### src/rtl/imem_loader_pkg.sv
// Shared types and constants for the boot-time instruction memory loader.
package imem_loader_pkg;

   localparam int unsigned BYTE_IDX_W          = 2;
   localparam int unsigned DEPTH_WORDS_DEFAULT = 32;

   typedef enum logic [2:0] {
      S_IDLE,
      S_COUNT,
      S_DATA,
      S_CHECK,
      S_DONE,
      S_ERROR
   } state_t;

endpackage

### src/rtl/imem_loader_word_packer.sv
// Assembles four stream bytes, LSB first, into one 32-bit little-endian word.
module word_packer
   import imem_loader_pkg::*;
(
   input  logic        clk,
   input  logic        rst,
   input  logic        clear,
   input  logic        accept,
   input  logic [7:0]  data,
   output logic        word_ready_c,
   output logic [31:0] word_c
);

   logic [BYTE_IDX_W-1:0] byte_idx;
   logic [31:0]           asm_q;

   always_ff @(posedge clk) begin
      if (!rst) begin
         byte_idx <= '0;
         asm_q    <= '0;
      end else if (clear) begin
         byte_idx <= '0;
         asm_q    <= '0;
      end else if (accept) begin
         asm_q[{byte_idx, 3'b000} +: 8] <= data;
         byte_idx                       <= byte_idx + BYTE_IDX_W'(1);
      end
   end

   // The fourth byte bypasses the register so the word is ready on its accept edge.
   assign word_ready_c = accept && (byte_idx == '1);
   assign word_c       = {data, asm_q[23:0]};

endmodule

### src/rtl/imem_loader.sv
// Byte-stream program loader: writes words to instruction memory, checks an XOR
// trailer and holds the CPU in reset until a clean load completes.
module imem_loader
   import imem_loader_pkg::*;
#(
   parameter int unsigned DEPTH_WORDS = DEPTH_WORDS_DEFAULT,
   parameter int unsigned ADDR_W      = 5
) (
   input  logic              clk,
   input  logic              rst,
   input  logic              start,
   input  logic              in_valid,
   input  logic [7:0]        in_data,
   output logic              in_ready,
   output logic              mem_we,
   output logic [ADDR_W-1:0] mem_addr,
   output logic [31:0]       mem_wdata,
   output logic              cpu_rst,
   output logic              done,
   output logic              err
);

   state_t            state;
   state_t            state_nxt;
   logic              accept;
   logic              bad_count;
   logic              last_word;
   logic [ADDR_W-1:0] word_idx;
   logic [ADDR_W-1:0] n_last;
   logic [7:0]        xacc;
   logic              word_ready_c;
   logic [31:0]       word_c;
   logic              ready_dec;
   logic              done_d;
   logic              err_d;
   logic              cpu_rst_d;

   assign accept    = in_valid && in_ready;
   assign bad_count = (in_data == 8'd0) || (32'(in_data) > DEPTH_WORDS);
   assign last_word = (word_idx == n_last);

   word_packer u_packer (
      .clk          (clk),
      .rst          (rst),
      .clear        ((state == S_COUNT) && accept),
      .accept       ((state == S_DATA) && accept),
      .data         (in_data),
      .word_ready_c (word_ready_c),
      .word_c       (word_c)
   );

   always_ff @(posedge clk) begin
      if (!rst) state <= S_IDLE;
      else      state <= state_nxt;
   end

   always_comb begin
      state_nxt = state;
      case (state)
         S_IDLE:  if (start) state_nxt = S_COUNT;
         S_COUNT: if (accept) state_nxt = bad_count ? S_ERROR : S_DATA;
         S_DATA:  if (word_ready_c && last_word) state_nxt = S_CHECK;
         S_CHECK: if (accept) state_nxt = (in_data == xacc) ? S_DONE : S_ERROR;
         S_DONE:  if (start) state_nxt = S_COUNT;
         S_ERROR: if (start) state_nxt = S_COUNT;
         default: state_nxt = S_IDLE;
      endcase
   end

   always_comb begin
      ready_dec = 1'b0;
      done_d    = 1'b0;
      err_d     = 1'b0;
      cpu_rst_d = 1'b1;
      case (state)
         S_COUNT, S_DATA, S_CHECK: ready_dec = 1'b1;
         S_DONE: begin
            done_d    = 1'b1;
            cpu_rst_d = 1'b0;
         end
         S_ERROR: err_d = 1'b1;
         default: ;
      endcase
   end

   // in_ready depends on state alone so the source never sees a valid-to-ready path.
   assign in_ready = ready_dec;

   always_ff @(posedge clk) begin
      if (!rst) begin
         done    <= 1'b0;
         err     <= 1'b0;
         cpu_rst <= 1'b1;
      end else begin
         done    <= done_d;
         err     <= err_d;
         cpu_rst <= cpu_rst_d;
      end
   end

   // Write registers are separate from the assembler, so intake never stalls.
   always_ff @(posedge clk) begin
      if (!rst) begin
         mem_we    <= 1'b0;
         mem_addr  <= '0;
         mem_wdata <= '0;
         word_idx  <= '0;
         n_last    <= '0;
         xacc      <= '0;
      end else begin
         mem_we <= word_ready_c;
         if ((state == S_COUNT) && accept) begin
            n_last   <= ADDR_W'(in_data - 8'd1);
            word_idx <= '0;
            xacc     <= '0;
         end
         if ((state == S_DATA) && accept) xacc <= xacc ^ in_data;
         if (word_ready_c) begin
            mem_addr  <= word_idx;
            mem_wdata <= word_c;
            word_idx  <= word_idx + ADDR_W'(1);
         end
      end
   end

endmodule

### config.mk
export PLATFORM = sky130hd
export DESIGN_NAME = imem_loader
export DESIGN_NICKNAME = d
export VERILOG_FILES = /design/src/rtl/imem_loader_pkg.sv /design/src/rtl/imem_loader_word_packer.sv /design/src/rtl/imem_loader.sv
export SDC_FILE = /design/constraint.sdc
export NUM_CORES = 1
export LEC_CHECK = 0
export ABC_CLOCK_PERIOD_IN_PS = 6050
export BUFFER_PORTS_ARGS = -buffer_cell sky130_fd_sc_hd__buf_2
export CAP_MARGIN = 10
export CELL_PAD_IN_SITES_DETAIL_PLACEMENT = 0
export CELL_PAD_IN_SITES_GLOBAL_PLACEMENT = 2
export CORE_AREA = 8 8 110 112
export CTS_CLUSTER_DIAMETER = 50
export DETAILED_ROUTE_END_ITERATION = 10
export DIE_AREA = 0 0 118 120
export GPL_TIMING_DRIVEN = 1
export PLACE_DENSITY = 0.85
export SLEW_MARGIN = 20
export SYNTH_ARGS = -nofsm -noshare
export SYNTH_HDL_FRONTEND = slang
export SYNTH_HIERARCHICAL = 1
export SYNTH_SLANG_ARGS = --single-unit
### constraint.sdc
create_clock -name clk -period 6.05 [get_ports clk]
set_clock_uncertainty 0.2 [all_clocks]
set_input_delay 0.605 -clock clk [delete_from_list [all_inputs] [get_ports clk]]
set_output_delay 0.605 -clock clk [all_outputs]
set_load 0.02 [all_outputs]
==> impl_metrics.yaml <==
critical_path:
  reg2reg_to: "mem_wdata[26]$_SDFFE_PN0P_"
  launching_element_of_the_worst_setup_path: "state[1]$_SDFFE_PN0P_"
  critical_path_cell_by_cell: "nor3b_4 -> nand2_2 -> clkinv_1 -> and2_2 -> buf_4 -> mux2i_1 -> nor2b_1"
  worst_ep_arrival_time_ps: 3110
  critical_path.max_fanout: 32
  critical_path.endpoint_type: "flip-flop"
  worst_r2r_path_depth: 7
  critPathKind: "flip-flop to flip-flop"
  crit_cells: 7
  critical_path.reg2reg.startpoint: "state[1]$_SDFFE_PN0P_"
  timing.critical_path.max_delay_family: "simple AND/OR/NAND/NOR gates"
  r2r_setup_slack_ps: 2970
  worst_path_largest_cell_delay_ps: 540
  destination_of_the_critical_timing_path: "mem_wdata[26]$_SDFFE_PN0P_"
  critical_path.slowest_cell: "sky130_fd_sc_hd__buf_4"
  cp.required_ps: 6080
  cp_num_buf_inv: 2
  cp-start-kind: "flip-flop"
detailed_routing:
  dr.pass1.iters: 4
  drc_violations: 0
  antenna_violating_nets_post_route: 0
  avgRoutedWirePerCell_um: 14.68
  vias: 2824
  total_detailed_routing_wirelength_um: 8470
  vias_per_cell: 4.894
  dr.first_iter.drc_count: 150
sta:
  final_min_period_over_clock_period_pct: 50.84
  final_max_slew_viol_count: 0
  setup-violations-final: 0
  final_period_minus_worst_setup_slack_ps: 3076
  timing.fmax_mhz: 325.1
  tightest_slew_ps: 951.2
  hold_viol_final: 0
  timing.setup.tns_ps: 0
  worst_slew_margin_rel_pct: 36.58
  rsz0062_at_grt: "false"
cells_and_area:
  layout.filler_cells: 1055
  drive_above_1_share_pct: 18.54
  antennaDiodeCount: 0
  design_area_um2: 4337
  area_delta_synth_final_pct: 9.927
  num-nets-final: 452
logic_synthesis:
  post_synth.cell_area_avg_um2: 9.789
  yosysMostFrequentCell: "sky130_fd_sc_hd__dfxtp_1"
  synth.cell_area_um2: 3945
  portion_of_synthesized_cell_area_occupied_by_the_leading_cell_type_pct: 44.66
  syn-num-nets: 422
  netlist-cell-type-count: 49
  synth_seq_cells: 88
  async_set_or_reset_flop_fraction_in_the_synthesized_netlist_pct: 0
  gate_count_after_technology_mapping: 403
  synth_enable_flop_cells: 0
  ys_dominant_reg_cell: "sky130_fd_sc_hd__dfxtp_1"
  yosys_warnings: 6
  fraction_of_the_yosys_area_taken_by_sequential_cells_pct: 44.66
  synth_common_cells: "88 x sky130_fd_sc_hd__dfxtp_1, 43 x sky130_fd_sc_hd__nor2b_1, 39 x sky130_fd_sc_hd__mux2i_1, 35 x sky130_fd_sc_hd__nor2_1, 20 x sky130_fd_sc_hd__nand2_1"
  synth.largest_area_cell: "sky130_fd_sc_hd__dfxtp_1"
  synth.area.top_cells: "sky130_fd_sc_hd__dfxtp_1 45%, sky130_fd_sc_hd__mux2i_1 9.9%, sky130_fd_sc_hd__nor2b_1 6.8%"
cts:
  clock_tree.buffer_depth: 2
  cts_made_buffers: 9
  cts_tree: "done"
  insertion_delay_ps: 340
  hold_buffers: 0
  path_clk_slew_ps: 90
  cts-resized-gates: 0
  tritoncts_num_sinks: 88
  cts.htree.levels: 3
  clockRootBuffer: "sky130_fd_sc_hd__clkbuf_8"
  cts.repair_timing.setup_buffer_count: 0
pwr:
  part_of_the_power_in_registers_pct: 55.5
  power_frac_clock_pct: 33.1
  switching_power_uw: 304.7
  power-per-cell-area_nw_per_um2: 255.4
  internal_power_uw: 802.9
  combPwrFrac_pct: 11.4
  power_leakage_uw: 0.001617
  ir_worst_vdd_uv: 138.0
  power.share.switching_pct: 27.51
global_route:
  number_of_antenna_violations_at_the_first_check_in_global_routing: 0
  global_route.overflow_total: 0
  number_of_global_route_vias_before_repair: 2744
  grt_first_pass_wirelength_um: 14120
  grtUsageTotal_pct: 12.07
  pin_count_of_the_biggest_net_entering_global_routing: 62
floorplan:
  fp.coreArea_um2: 10510
  die_h_um: 120
  initial_core_util_pct: 37.54
  die_width_um: 118
  num_rows: 38
  top_level_ports: 54
  die-area_um2: 14160
job:
  cap_violations: 0
placement:
  placed_area_um2: 4167
  last_weighted_congestion_value_of_the_routability_driven_placer: 0.7504
  dp.final_hpwl_um: 5589
  io_buffer_count: 53
hold_path:
  hold_depth: 2
  hold_path.class: "flip-flop to flip-flop"
run_status:
  status: "completed"
-- kinds of logic (layout without fill, tap and decap cells) --
| family | count (synthesis) | count (layout) | share of synthesized area [%] |
|---|---|---|---|
| AO/OA/AOI/OAI | 61 | 61 | 11.04 |
| buffers and inverters | 46 | 80 | 7.168 |
| flip-flops | 88 | 88 | 44.66 |
| AND/OR/NAND/NOR | 142 | 142 | 20.58 |
| XOR/XNOR | 20 | 20 | 4.440 |
| multiplexers | 39 | 39 | 9.895 |
| adder cells (fa/ha/maj) | 7 | 7 | 2.220 |
-- layout make-up --
class	count	area (um2)	share of cell area, %
Inverter	9	33.78	0.7790
Clock inverter	4	28.78	0.6636
Sequential cell	88	1762	40.62
Tap cell	140	175.2	4.039
Clock buffer	11	141.4	3.260
Timing Repair Buffer	56	287.8	6.636
Multi-Input combinational cell	269	1908	44.00
-- worst min-delay path by stage --
stage	from	to	slack [ps]
2_1_floorplan	u_packer/asm_q[0]$_SDFFE_PP0P_	u_packer/asm_q[0]$_SDFFE_PP0P_	230
3_3_place_gp	u_packer/asm_q[5]$_SDFFE_PP0P_	u_packer/asm_q[5]$_SDFFE_PP0P_	250
3_5_place_dp	u_packer/asm_q[7]$_SDFFE_PP0P_	u_packer/asm_q[7]$_SDFFE_PP0P_	250
4_1_cts	u_packer/asm_q[5]$_SDFFE_PP0P_	u_packer/asm_q[5]$_SDFFE_PP0P_	260
5_1_grt	start	state[2]$_SDFFE_PN0P_	280
6_report	u_packer/asm_q[7]$_SDFFE_PP0P_	u_packer/asm_q[7]$_SDFFE_PP0P_	260
-- metrics by stage --
stage / setup WS [ps] / total power [uW] / hold WS [ps] / std cells / utilization, %
6_report: 2974 / 1108 / 260.1 / 577 / 41.27
5_1_grt: 2704 / 1166 / 275.2 / 577 / 41.27
4_1_cts: 2945 / 1126 / 264.1 / 577 / 41.27
3_5_place_dp: 2955 / 756.3 / 250.6 / 562 / 39.65
3_3_place_gp: 3044 / 754.2 / 246.6 / 562 / 39.65
2_1_floorplan: 3675 / 735.7 / 231.6 / 403 / -
-- worst min-delay path: stages, from the launching register on --
cell and delay (ps):
sky130_fd_sc_hd__dfxtp_1 320, sky130_fd_sc_hd__nand2_1 50, sky130_fd_sc_hd__a21oi_1 50
-- sequential cells by signal, summed over array words and instances (netlist names) --
register / cells
state: 3
cpu_rst: 1
xacc: 8
mem_we: 1
u_packer/byte_idx: 2
mem_addr: 5
n_last: 5
mem_wdata: 32
err: 1
word_idx: 5
u_packer/asm_q: 24
done: 1
-- placed cells by master, fill, tap and decap left out, drive strengths merged, types with 2 or more instances in the layout --
cell / instances
nor2: 36
nand3b: 7
nand2: 21
o211a: 4
or3: 2
nor3b: 8
o21ai: 10
a21oi: 13
o22ai: 2
and2: 4
buf: 56
xor2: 9
inv: 9
a21boi: 10
nor3: 3
xnor2: 11
a32oi: 16
nor4: 2
clkinvlp: 2
nand3: 3
nand4: 8
clkinv: 2
ha: 7
dfxtp: 88
mux2i: 39
clkbuf: 11
nor2b: 43
-- power groups by stage --
stage	registers (uW)	logic, uW	clock network [uW]
final	615	126	367
after global routing	618	143	405
after CTS	615	129	382
after detailed placement	628	128	0
after global placement	628	127	0
after floorplan	617	118	0
-- per-layer routing --
metal	up-vias	share of wire, %	track usage (%)
li1	1429	-	-
met1	1340	49	14.80
met2	51	47	20.54
met3	4	3.9	3.852
met4	0	0.51	2.162
met5	-	0	0
No activity file was read; power rests on OpenSTA's default activity.
